===== src/rtl/ssd_pkg.sv =====
// ssd_pkg: shared constants for the seven-segment scan driver.
//   SEG_BLANK      all segments dark (active-low)
//   SEG_0..SEG_F   hex glyphs {a,b,c,d,e,f,g,dp}, active-low, dp off
//   SCAN_Q7..Q4    scan index codes driven on enable
//   seg_lut()      nibble -> glyph lookup
package ssd_pkg;
  localparam logic [7:0] SEG_BLANK = 8'hFF;

  localparam logic [7:0] SEG_0 = 8'h03;
  localparam logic [7:0] SEG_1 = 8'h9F;
  localparam logic [7:0] SEG_2 = 8'h25;
  localparam logic [7:0] SEG_3 = 8'h0D;
  localparam logic [7:0] SEG_4 = 8'h99;
  localparam logic [7:0] SEG_5 = 8'h49;
  localparam logic [7:0] SEG_6 = 8'h41;
  localparam logic [7:0] SEG_7 = 8'h1F;
  localparam logic [7:0] SEG_8 = 8'h01;
  localparam logic [7:0] SEG_9 = 8'h09;
  localparam logic [7:0] SEG_A = 8'h11;
  localparam logic [7:0] SEG_B = 8'hC1;
  localparam logic [7:0] SEG_C = 8'h63;
  localparam logic [7:0] SEG_D = 8'h85;
  localparam logic [7:0] SEG_E = 8'h61;
  localparam logic [7:0] SEG_F = 8'h71;

  localparam logic [1:0] SCAN_Q7 = 2'b00;
  localparam logic [1:0] SCAN_Q6 = 2'b01;
  localparam logic [1:0] SCAN_Q5 = 2'b10;
  localparam logic [1:0] SCAN_Q4 = 2'b11;

  function automatic logic [7:0] seg_lut(input logic [3:0] n);
    case (n)
      4'h0: seg_lut = SEG_0;
      4'h1: seg_lut = SEG_1;
      4'h2: seg_lut = SEG_2;
      4'h3: seg_lut = SEG_3;
      4'h4: seg_lut = SEG_4;
      4'h5: seg_lut = SEG_5;
      4'h6: seg_lut = SEG_6;
      4'h7: seg_lut = SEG_7;
      4'h8: seg_lut = SEG_8;
      4'h9: seg_lut = SEG_9;
      4'hA: seg_lut = SEG_A;
      4'hB: seg_lut = SEG_B;
      4'hC: seg_lut = SEG_C;
      4'hD: seg_lut = SEG_D;
      4'hE: seg_lut = SEG_E;
      default: seg_lut = SEG_F;
    endcase
  endfunction
endpackage


===== src/rtl/hex_to_seg.sv =====
// hex_to_seg: combinational hex-nibble to active-low segment encoder.
//   i_nibble  hex digit
//   i_dp      decimal point lit (clears bit 0)
//   i_blank   force segments a..g dark; dp still follows i_dp
//   o_seg     {a,b,c,d,e,f,g,dp}, active-low
module hex_to_seg
  import ssd_pkg::*;
(
  input  logic [3:0] i_nibble,
  input  logic       i_dp,
  input  logic       i_blank,
  output logic [7:0] o_seg
);
  logic [7:0] w_raw;
  logic [7:0] w_blank;

  assign w_raw   = seg_lut(i_nibble);
  assign w_blank = SEG_BLANK;
  assign o_seg   = {(i_blank ? w_blank[7:1] : w_raw[7:1]), ~i_dp};
endmodule


===== src/rtl/ssd_scan_driver.sv =====
// ssd_scan_driver: four-digit seven-segment scan driver.
//   clk, rst_n     clock, async active-low reset
//   load_valid/ready  handshake for a new display value
//   digit_in       four nibbles, [15:12] -> q_7 ... [3:0] -> q_4
//   dp_in          decimal points, [3] -> q_7 ... [0] -> q_4
//   blank_lead     suppress leading zeros on q_7..q_5
//   enable         scan index, 00=q_7 .. 11=q_4
//   q_7..q_4       registered active-low segment patterns
//   frame_tick     one-cycle pulse after each frame boundary
// New values wait in a single pending register and are committed only at
// a frame boundary so a frame never mixes old and new digits.
module ssd_scan_driver
  import ssd_pkg::*;
#(
  parameter int DIV_W = 17
) (
  input  logic        clk,
  input  logic        rst_n,
  input  logic        load_valid,
  output logic        load_ready,
  input  logic [15:0] digit_in,
  input  logic [3:0]  dp_in,
  input  logic        blank_lead,
  output logic [1:0]  enable,
  output logic [7:0]  q_7,
  output logic [7:0]  q_6,
  output logic [7:0]  q_5,
  output logic [7:0]  q_4,
  output logic        frame_tick
);
  logic [DIV_W-1:0] r_presc;
  logic [1:0]       r_enable;
  logic             r_frame_tick;
  logic             r_pend_v;
  logic [15:0]      r_pend_digit;
  logic [3:0]       r_pend_dp;
  logic             r_pend_bl;
  logic [3:0][7:0]  r_q;

  logic             w_tick;
  logic             w_boundary;
  logic             w_accept;
  logic             w_commit;
  logic [3:0][3:0]  w_nib;
  logic [3:0]       w_blank;
  logic [3:0][7:0]  w_seg;

  assign w_tick     = &r_presc;
  assign w_boundary = w_tick && (r_enable == SCAN_Q4);
  assign w_accept   = load_valid && !r_pend_v;
  // Commit uses the pend_v seen before this edge; a same-cycle accept
  // only becomes pending and waits for the next boundary.
  assign w_commit   = w_boundary && r_pend_v;

  // Index 3 is the leftmost digit (q_7).
  assign w_nib = r_pend_digit;

  // Leading-zero chain: a digit blanks only if every digit to its left
  // also blanked. The rightmost digit always shows.
  assign w_blank[3] = r_pend_bl && (w_nib[3] == 4'h0);
  assign w_blank[2] = w_blank[3] && (w_nib[2] == 4'h0);
  assign w_blank[1] = w_blank[2] && (w_nib[1] == 4'h0);
  assign w_blank[0] = 1'b0;

  for (genvar gi = 0; gi < 4; gi++) begin : g_enc
    hex_to_seg u_enc (
      .i_nibble (w_nib[gi]),
      .i_dp     (r_pend_dp[gi]),
      .i_blank  (w_blank[gi]),
      .o_seg    (w_seg[gi])
    );
  end

  always_ff @(posedge clk or negedge rst_n) begin
    if (!rst_n) begin
      r_presc      <= '0;
      r_enable     <= SCAN_Q7;
      r_frame_tick <= 1'b0;
    end else begin
      r_presc      <= r_presc + {{(DIV_W-1){1'b0}}, 1'b1};
      r_frame_tick <= w_boundary;
      if (w_tick) r_enable <= r_enable + 2'd1;
    end
  end

  always_ff @(posedge clk or negedge rst_n) begin
    if (!rst_n) begin
      r_pend_v     <= 1'b0;
      r_pend_digit <= '0;
      r_pend_dp    <= '0;
      r_pend_bl    <= 1'b0;
      r_q          <= {4{SEG_BLANK}};
    end else begin
      if (w_accept) begin
        r_pend_v     <= 1'b1;
        r_pend_digit <= digit_in;
        r_pend_dp    <= dp_in;
        r_pend_bl    <= blank_lead;
      end else if (w_commit) begin
        r_pend_v <= 1'b0;
      end
      if (w_commit) r_q <= w_seg;
    end
  end

  assign load_ready = !r_pend_v;
  assign enable     = r_enable;
  assign frame_tick = r_frame_tick;
  assign q_7        = r_q[3];
  assign q_6        = r_q[2];
  assign q_5        = r_q[1];
  assign q_4        = r_q[0];
endmodule

===== config.mk =====
export PLATFORM = sky130hd
export DESIGN_NAME = ssd_scan_driver
export DESIGN_NICKNAME = d
export VERILOG_FILES = /design/src/rtl/ssd_pkg.sv /design/src/rtl/hex_to_seg.sv /design/src/rtl/ssd_scan_driver.sv
export SDC_FILE = /design/constraint.sdc
export NUM_CORES = 1
export LEC_CHECK = 0
export ABC_AREA = 1
export CORE_UTILIZATION = 55
export CTS_CLUSTER_DIAMETER = 30
export DETAILED_ROUTE_END_ITERATION = 8
export PLACE_DENSITY_LB_ADDON = 0.15
export SETUP_SLACK_MARGIN = 0.15
export SYNTH_ARGS = -nofsm -noshare
export SYNTH_HDL_FRONTEND = slang
export SYNTH_SLANG_ARGS = --single-unit

===== constraint.sdc =====
create_clock -name clk -period 6.5 [get_ports clk]
set_clock_uncertainty 0.1 [all_clocks]
set_input_delay 1.3 -clock clk [delete_from_list [all_inputs] [get_ports clk]]
set_output_delay 1.3 -clock clk [all_outputs]
set_load 0.02 [all_outputs]

==> impl_metrics.py <==
metrics = {
    "sta": {
        "worst_pin_slew_ns": 0.922,
        "finalCriticalPeriod_ns": 3.01,
        "max_clock_freq_mhz": 332,
        "maxSlewViolCount": 0,
        "post-route-period-util": 0.463,
        "rsz0062_at_grt": "false",
        "finalHoldViolations": 0,
        "maxSlewHeadroom": 0.385,
        "setup_violations": 0,
        "hold_slack_ns": 0.304,
        "fin_tns_setup_ns": 0,
    },
    "cells_and_area": {
        "design_area_mm2": 0.00491,
        "n_antenna_cell": 0,
        "areaGrowthSynthToFinish_pct": 18.8,
        "nets": 599,
        "drive_above_1_share": 0.152,
        "final_cell_count_no_fill": 653,
    },
    "global_routing": {
        "grt_pass1_vias": 3071,
        "grt.total_usage": 0.228,
        "grt_first_pass_wirelength_mm": 13.7,
        "antenna_found_initial": 0,
        "grt.overflow.total": 0,
        "grt_max_degree": 75,
    },
    "floorplan": {
        "core_mm2": 0.00725,
        "chipWidth_um": 88.7,
        "start_util": 0.570,
        "die_y_um": 88.7,
        "die_area_mm2": 0.00787,
        "rows": 31,
        "ios": 60,
    },
    "cts": {
        "cts_max_level": 3,
        "root_buffer": "clkbuf_8",
        "clk_path_buf_depth": 2,
        "cts_resized": 0,
        "clk_pin_slew_ns": 0.08,
        "insertion_delay_ns": 0.35,
        "cts_buffers": 9,
        "cts_num_sinks": 74,
        "cts.hold.buffers_added": 0,
        "postCtsSetupRepairBufs": 0,
        "cts_tree": "done",
    },
    "logic_synthesis": {
        "synth_area_per_cell_um2": 8.37,
        "synthArstFlopShare": 1.00,
        "synth_cell_type_count": 37,
        "synthFlopType": "dfrtp_1",
        "synth_edf_count": 0,
        "syn_inst": 494,
        "syn_nets": 544,
        "ys_ff_latch": 74,
        "synth-seq-area-share": 0.458,
        "yosysWarnings": 0,
        "synthesis.area_mm2": 0.00413,
    },
    "critical_path": {
        "cp.required_ns": 6.69,
        "endpoint_kind": "register",
        "setup.worst_path.start_class": "register",
        "crit_path_max_fanout": 35,
        "arrival_ns": 3.20,
        "criticalPathCategory": "reg2reg",
    },
    "route": {
        "wirelength_mm": 8.16,
        "via_per_inst": 5.06,
        "wl_per_cell_um": 12.5,
        "drt-initial-drc-count": 121,
        "ant_nets": 0,
        "firstDrtPassIters": 5,
        "drcViolationCount": 0,
        "num_vias": 3306,
    },
    "power_and_ir_drop": {
        "p_total_mw": 0.993,
        "peakVddDrop_mv": 0.157,
        "powerDensity_mw_per_mm2": 202,
        "power_leakage_nw": 2.43,
    },
    "flow_run": {
        "cap_violations": 0,
    },
    "run_status": {
        "status": "completed",
    },
    "min_path": {
        "hold_class": "reg2reg",
    },
    "placement": {
        "io_buffer_count": 59,
        "hpwl_mm": 5.66,
        "gp_congestion": 0.829,
        "place_inst": 637,
        "dpl_cell_area_mm2": 0.00472,
    },
}
## through the flow
step                      setup WS [ns]  utilization
final                              3.49        0.677
after global routing               3.13        0.677
after CTS                          3.45        0.677
after detailed placement           3.46        0.651
after global placement             3.60        0.651
after floorplan                    4.45            -
## report_power, final
part	internal, mW	switching (mW)	total, mW
Clock	0.177	0.171	0.348
Combinational	0.0580	0.0872	0.145
Sequential	0.476	0.0240	0.500
Total	0.711	0.282	0.993
## critical path, cell delays in order (launching register included)
cell and delay, ns:
dfrtp_1 0.38, ha_1 0.19, nand2_1 0.08, nor2_1 0.08, nand2_1 0.13, nor2_4 0.20
nand2_1 0.06, nor2_1 0.09, ha_1 0.22, nand2_2 0.10, nor2_4 0.51, inv_2 0.44
nor2_1 0.19, nand3_1 0.09, nand2_1 0.06, inv_1 0.03
## layer usage
metal | GRT usage | share of wire | up-vias
met4 | 0.0865 | 0.020 | 0
li1 | - | - | 1662
met1 | 0.294 | 0.46 | 1558
met2 | 0.373 | 0.48 | 71
met3 | 0.0560 | 0.039 | 15
met5 | 0 | 0 | -
## registers in the layout (all words and copies together), names as in the netlist
signal and cells:
enable 2, frame_tick 1, q_4 8, q_5 8
q_6 8, q_7 8, r_pend_bl 1, r_pend_digit 16
r_pend_dp 4, r_pend_v 1, r_presc 17
## cells by family after synthesis
group,Yosys count,synth area share
mux,6,0.0163
simple gates,270,0.291
flops,74,0.458
buf+inv,60,0.0726
xor+xnor,10,0.0212
compound gates,48,0.0627
fa+ha+maj,26,0.0787
## placed cells by master, fill, tap and decap left out, types with 3 or more instances in the layout
cell type,count
ha_1,26
o21ai_1,5
nand3_1,39
dfrtp_1,42
inv_2,5
xor2_1,8
a21boi_1,3
clkdlybuf4s50_1,58
clkbuf_8,9
inv_1,36
nand2_1,158
dfstp_2,32
a21oi_1,22
or2_2,5
nor2_4,3
mux2_2,6
nand3b_1,3
clkinv_2,4
o21ai_0,14
nand2_2,5
nor2_1,45
## final cells by class
class	instances	area [µm²]
tap	99	124
multi-input combinational	360	1940
fill	592	2340
sequential	74	1890
clock inverter	5	56.3
inverter	44	173
timing repair buffer	60	593
clock buffer	11	131
## Yosys cell counts (6+ instances only)
library cell,n,share of area
mux2_2,6,0.016
a21oi_1,22,0.027
dfstp_2,32,0.20
inv_1,36,0.033
o21ai_0,14,0.017
nand3_1,39,0.047
buf_2,8,0.0097
nor2_1,45,0.041
nand2_1,158,0.14
ha_1,26,0.079
dfrtp_1,42,0.25
xor2_1,8,0.017
## path summary, 6_finish.rpt
path	startpoint	to	slack, ns	depth (start not counted)
setup / recovery	r_presc[1]$_DFF_PN0_	q_6[1]$_DFFE_PN1P_	3.49	15
min in group asynchronous	rst_n	r_pend_digit[13]$_DFFE_PN0P_	1.05	2
hold reg to reg	r_pend_dp[1]$_DFFE_PN0P_	q_5[0]$_DFFE_PN1P_	0.30	1
setup reg to reg	r_presc[1]$_DFF_PN0_	q_6[1]$_DFFE_PN1P_	3.49	15
max in group asynchronous	rst_n	r_pend_digit[10]$_DFFE_PN0P_	4.62	2
hold / removal	r_pend_dp[1]$_DFFE_PN0P_	q_5[0]$_DFFE_PN1P_	0.30	1
Note: power is estimated with default switching activity, not from simulation.
